### config.mk
export PLATFORM = sky130hd
export DESIGN_NAME = cdb_arbiter
export DESIGN_NICKNAME = d
export VERILOG_FILES = /design/src/rtl/cdb_arbiter.sv
export SDC_FILE = /design/constraint.sdc
export NUM_CORES = 1
export LEC_CHECK = 0
export ABC_AREA = 1
export CELL_PAD_IN_SITES_DETAIL_PLACEMENT = 0
export CELL_PAD_IN_SITES_GLOBAL_PLACEMENT = 2
export CORE_MARGIN = 3
export CORE_UTILIZATION = 17
export DETAILED_ROUTE_END_ITERATION = 10
export PLACE_DENSITY = 0.89
export SLEW_MARGIN = 30
export SYNTH_ARGS = -nofsm -noshare
export SYNTH_HDL_FRONTEND = slang
export SYNTH_SLANG_ARGS = --single-unit
### constraint.sdc
create_clock -name clk -period 3.16 [get_ports clk]
set_input_delay 0.316 -clock clk [delete_from_list [all_inputs] [get_ports clk]]
set_output_delay 0.316 -clock clk [all_outputs]
set_load 0.01 [all_outputs]
### src/rtl/cdb_arbiter.sv
// -----------------------------------------------------------------------------
// cdb_arbiter
//
// Round-robin arbiter for the common data bus (CDB). Functional units raise
// req_i with a ROB tag and a 32-bit result. One requester is granted per cycle
// and its result is registered onto the CDB one edge later. A broadcast that
// is not consumed (cdb_ready_i=0) stalls and stays stable until it is.
//
// Handshake: a requester's result is taken in the cycle gnt_o[i]=1. The CDB
// output is a valid/ready register: the broadcast is consumed in a cycle where
// cdb_valid_o=1 and cdb_ready_i=1, and it never changes while valid and not
// consumed (except on flush or reset, which discard it).
//
// Parameters:
//   N_REQ  number of requesters (2..8)
//   TAG_W  ROB tag width
// Ports:
//   clk, rst      clock, synchronous active-high reset
//   flush_ip      pipeline flush: suppress grants, drop the broadcast
//   req_i         per-requester result valid
//   tag_i         per-requester ROB tag, slice i = [i*TAG_W +: TAG_W]
//   data_i        per-requester result, slice i = [i*32 +: 32]
//   gnt_o         one-hot-or-zero grant (combinational)
//   cdb_ready_i   consumers take the current broadcast this cycle
//   cdb_valid_o   registered broadcast valid
//   cdb_tag_o     broadcast ROB tag
//   cdb_data_o    broadcast result data
//   cdb_src_o     index of the requester that produced the broadcast
// -----------------------------------------------------------------------------
module cdb_arbiter #(
  parameter int N_REQ = 6,
  parameter int TAG_W = 3
) (
  input  logic                   clk,
  input  logic                   rst,
  input  logic                   flush_ip,
  input  logic [N_REQ-1:0]       req_i,
  input  logic [N_REQ*TAG_W-1:0] tag_i,
  input  logic [N_REQ*32-1:0]    data_i,
  output logic [N_REQ-1:0]       gnt_o,
  input  logic                   cdb_ready_i,
  output logic                   cdb_valid_o,
  output logic [TAG_W-1:0]       cdb_tag_o,
  output logic [31:0]            cdb_data_o,
  output logic [2:0]             cdb_src_o
);

  localparam logic [2:0] LAST_IDX = 3'(N_REQ - 1);

  logic [2:0]       ptr_q, ptr_d;
  logic             cdb_valid_q, cdb_valid_d;
  logic [TAG_W-1:0] cdb_tag_q, cdb_tag_d;
  logic [31:0]      cdb_data_q, cdb_data_d;
  logic [2:0]       cdb_src_q, cdb_src_d;

  logic             accept;
  logic             grant;
  logic [2:0]       gnt_idx;
  logic [N_REQ-1:0] gnt;

  // Output register can take a new value when empty or being consumed.
  assign accept = !cdb_valid_q || cdb_ready_i;

  // Round-robin scan starting at the pointer; first set request wins.
  // The pointer always stays below N_REQ, so the modulo only handles wrap.
  always_comb begin
    gnt     = '0;
    gnt_idx = '0;
    grant   = 1'b0;
    if (accept && !flush_ip && !rst) begin
      for (int i = 0; i < N_REQ; i++) begin
        if (!grant && req_i[(int'(ptr_q) + i) % N_REQ]) begin
          grant   = 1'b1;
          gnt_idx = 3'((int'(ptr_q) + i) % N_REQ);
          gnt[(int'(ptr_q) + i) % N_REQ] = 1'b1;
        end
      end
    end
  end

  always_comb begin
    ptr_d       = ptr_q;
    cdb_valid_d = cdb_valid_q;
    cdb_tag_d   = cdb_tag_q;
    cdb_data_d  = cdb_data_q;
    cdb_src_d   = cdb_src_q;
    if (grant) begin
      ptr_d = (gnt_idx == LAST_IDX) ? 3'd0 : gnt_idx + 3'd1;
    end
    if (flush_ip) begin
      // Flush drops the broadcast even if it is stalled; payload holds.
      cdb_valid_d = 1'b0;
    end else if (accept) begin
      if (grant) begin
        cdb_valid_d = 1'b1;
        cdb_tag_d   = tag_i[int'(gnt_idx)*TAG_W +: TAG_W];
        cdb_data_d  = data_i[int'(gnt_idx)*32 +: 32];
        cdb_src_d   = gnt_idx;
      end else begin
        cdb_valid_d = 1'b0;
      end
    end
  end

  always_ff @(posedge clk) begin
    if (rst) begin
      ptr_q       <= '0;
      cdb_valid_q <= 1'b0;
      cdb_tag_q   <= '0;
      cdb_data_q  <= '0;
      cdb_src_q   <= '0;
    end else begin
      ptr_q       <= ptr_d;
      cdb_valid_q <= cdb_valid_d;
      cdb_tag_q   <= cdb_tag_d;
      cdb_data_q  <= cdb_data_d;
      cdb_src_q   <= cdb_src_d;
    end
  end

  assign gnt_o       = gnt;
  assign cdb_valid_o = cdb_valid_q;
  assign cdb_tag_o   = cdb_tag_q;
  assign cdb_data_o  = cdb_data_q;
  assign cdb_src_o   = cdb_src_q;

endmodule

==> impl_metrics.toml <==
[finish]
postLayoutCellArea_mm2 = 0.0107
final_common_cell = "nand2_1"
drive_gt1_share_pct = 23.9
layout_common_cells = "337 x nand2_1, 258 x clkdlybuf4s50_1, 159 x nand3_1, 133 x buf_4, 112 x inv_1"
n_antenna_cell = 0
area_growth_pct = 100
final_cells = 1792
nNetsFinal = 1634

[logic_synthesis]
ys_seq_elements = 42
ys_seq_area_share_pct = 15.8
synth.distinct_cells = 36
synth_area_per_cell_um2 = 5.28
ys_warn_count = 0
syn-cell-area_mm2 = 0.00534
synthCells = 1011
synth_nets = 1250

[power_and_ir_drop]
ir_drop_uv = 444
clkPwrFrac_pct = 6.2
p_seq_share_pct = 7.5
power.density_mw_per_mm2 = 915
combPwrFrac_pct = 86.2
p_int_w = 0.00492
p_sw_w = 0.00485
p_leak_nw = 5.19
switching_share_pct = 49.6

[die]
pin_count = 265
die_y_um = 183
core_area_mm2 = 0.0307
die_area_mm2 = 0.0335
initial_core_util_pct = 17.4
fp.dieW_um = 183
fp-row-count = 64

[critical_path]
critPathMaxFanout = 10
r2r_slack_ns = -0.20
timing.critical_path.to = "cdb_data_o[4]"
startpoint = "ptr_q[1]"
endpoint_kind = "flop"
crit_required_ns = 3.35
reg2reg_depth = 21
start_kind = "flop"
crit_arrival_ns = 3.55
rr_startpoint = "ptr_q[1]"
r2r-end = "cdb_data_o[4]"
crit_type = "flop to flop"

[detailed_routing]
routed_via_density = 4.43
wirelength_um = 29600
drc = 0
wl_per_cell_um = 16.5
drtIter0Drc = 351
via_count = 7935
ant_nets = 0
dr.pass1.iters = 5

[global_routing]
grt_overflow = 0
antenna_found_initial = 0
grt_pass1_vias = 8061
grt_usage_pct = 16.8
grt_pass1_wl_um = 44400
grt_max_degree = 34

[sta]
fin_skew_ns = 0.00487
timing.final.ws_setup_ns = -0.202
post-route-min-period_ns = 3.36
hold_viol = 0
setup_tns_ns = -6.53
fmax_mhz = 297
max_slew.worst_pin.slew_ns = 0.713
whs_ns = 0.463
setup_violations = 43
rsz0062_at_grt = "true"
period_share_pct = 106
slew_headroom_pct = 52.0
final-max-slew-violation-count = 0

[clock_tree]
clkTransAtPathRegs_ns = 0.07
cts_buffers = 5
htree_levels = 2
clockBufferDepth = 2
cts.sinks = 42
clk_latency_ns = 0.29
cts_tree = "done"
cts.root.buffer_cell = "clkbuf_16"

[placed_design]
routabilityCongestion = 0.890
io_buffers = 264
dp_cells = 1727
dpl_worst_slack_ns = -0.538
place_area_mm2 = 0.00926
dp_hpwl_um = 21300

[worst_hold_path]
hp-class = "flop to flop"

[run_status]
status = "finished with violations"
violations = "setup timing"

[job]
drv_cap = 0
critical path, stage by stage (launching register included):
cell and delay [ns]:
dfxtp_4 0.42, inv_6 0.06, buf_4 0.14, ha_4 0.24, ha_1 0.31, o21ai_2 0.16
nand3_1 0.11, nand3_2 0.14, nand2_2 0.07, nor2_4 0.13, nand3_2 0.12, nor2_4 0.15
buf_4 0.16, a21oi_4 0.06, buf_12 0.16, buf_8 0.14, buf_12 0.14, buf_4 0.15
nand3_1 0.09, nand2_1 0.08, a21oi_1 0.14, a21oi_1 0.09
power by group through the flow:
stage | sequential, W | combinational (W) | clock (W)
6_report | 0.000737 | 0.00843 | 0.000610
4_1_cts | 0.000725 | 0.00759 | 0.000638
5_1_grt | 0.000751 | 0.00922 | 0.000655
3_3_place_gp | 0.000713 | 0.00639 | 0
3_5_place_dp | 0.000717 | 0.00636 | 0
2_1_floorplan | 0.000749 | 0.00343 | 0
worst min path at each step:
stage	slack, ns	cells past startpoint	to	start
2_1_floorplan	0.38	1	ptr_q[0]	rst
3_3_place_gp	0.45	2	cdb_src_o[1]	cdb_src_o[1]
3_5_place_dp	0.46	2	cdb_src_o[2]	cdb_src_o[2]
4_1_cts	0.47	2	cdb_src_o[2]	cdb_src_o[2]
5_1_grt	0.49	2	cdb_src_o[2]	cdb_src_o[2]
6_report	0.46	2	cdb_src_o[2]	cdb_src_o[2]
per-stage QoR:
stage	utilization, %	total power (W)
finish	34.7	0.00977
global route	34.7	0.0106
CTS	33.4	0.00896
detailed placement	30.1	0.00708
global placement	30.1	0.00710
floorplan	-	0.00418
Yosys cell counts:
master | instances | share of area [%]
nand2_1 | 377 | 27
nand3_1 | 167 | 16
inv_1 | 122 | 8.6
a21oi_1 | 86 | 8.1
o21ai_0 | 47 | 4.4
dfxtp_1 | 42 | 16
buf_2 | 28 | 2.6
nor2_1 | 21 | 1.5
clkbuf_1 | 20 | 1.4
ha_1 | 19 | 4.5
buf_4 | 11 | 1.5
inv_2 | 9 | 0.63
nand2_2 | 7 | 0.82
nand4_1 | 7 | 0.82
o21ai_1 | 7 | 0.66
nand3_2 | 4 | 0.75
nor2_4 | 4 | 0.84
nor3_1 | 3 | 0.28
o21ai_2 | 3 | 0.49
o311ai_0 | 3 | 0.49
o32ai_1 | 3 | 0.49
a311oi_1 | 2 | 0.33
buf_1 | 2 | 0.14
buf_6 | 2 | 0.42
nor2_2 | 2 | 0.23
nor4_1 | 2 | 0.23
o211ai_1 | 2 | 0.28
a211oi_1 | 1 | 0.14
a21oi_2 | 1 | 0.16
a21oi_4 | 1 | 0.30
a31oi_1 | 1 | 0.12
a32oi_1 | 1 | 0.16
nand2_4 | 1 | 0.21
nand3b_1 | 1 | 0.14
o31ai_1 | 1 | 0.14
xnor2_1 | 1 | 0.16
area by class of cell:
class | instances | area (um2)
Inverter | 131 | 504
Timing Repair Buffer | 440 | 4460
Fill cell | 3337 | 20100
Clock buffer | 6 | 129
Clock inverter | 2 | 36.3
Multi-Input combinational cell | 775 | 4200
Sequential cell | 42 | 852
Tap cell | 396 | 495
metal layers:
layer	GRT usage [%]	part of all wire, %	vias to the layer above
met2	29.1	49	248
met1	21.3	43	3632
met5	0	0	-
met4	4.33	1.9	0
met3	3.45	5.7	38
li1	-	-	4017
sequential cells by signal (all words and copies together) (netlist names):
register	count
cdb_data_o	32
cdb_src_o	3
cdb_tag_o	3
cdb_valid_o	1
ptr_q	3
kinds of logic (layout without fill, tap and decap cells):
logic type                 Yosys count  count (layout)  share of synthesized area [%]
adders and majority gates           19              19                           4.46
AOI/OAI and AO/OA                  159             159                           16.3
and+or+nand+nor                    596             596                           48.0
xor gates and xnor gates             1               1                          0.164
DFF                                 42              42                           15.8
buffers and inverters              194             579                           15.4
timing repair:
item,CTS,global route
resized for setup,118,71
endpoints found under the hold margin,0,0
setup buffers,38,8
endpoints found under the setup margin,47,47
cloned,8,3
pin swaps,40,16
hold buffers,0,0
No activity file was read; power rests on OpenSTA's default activity.
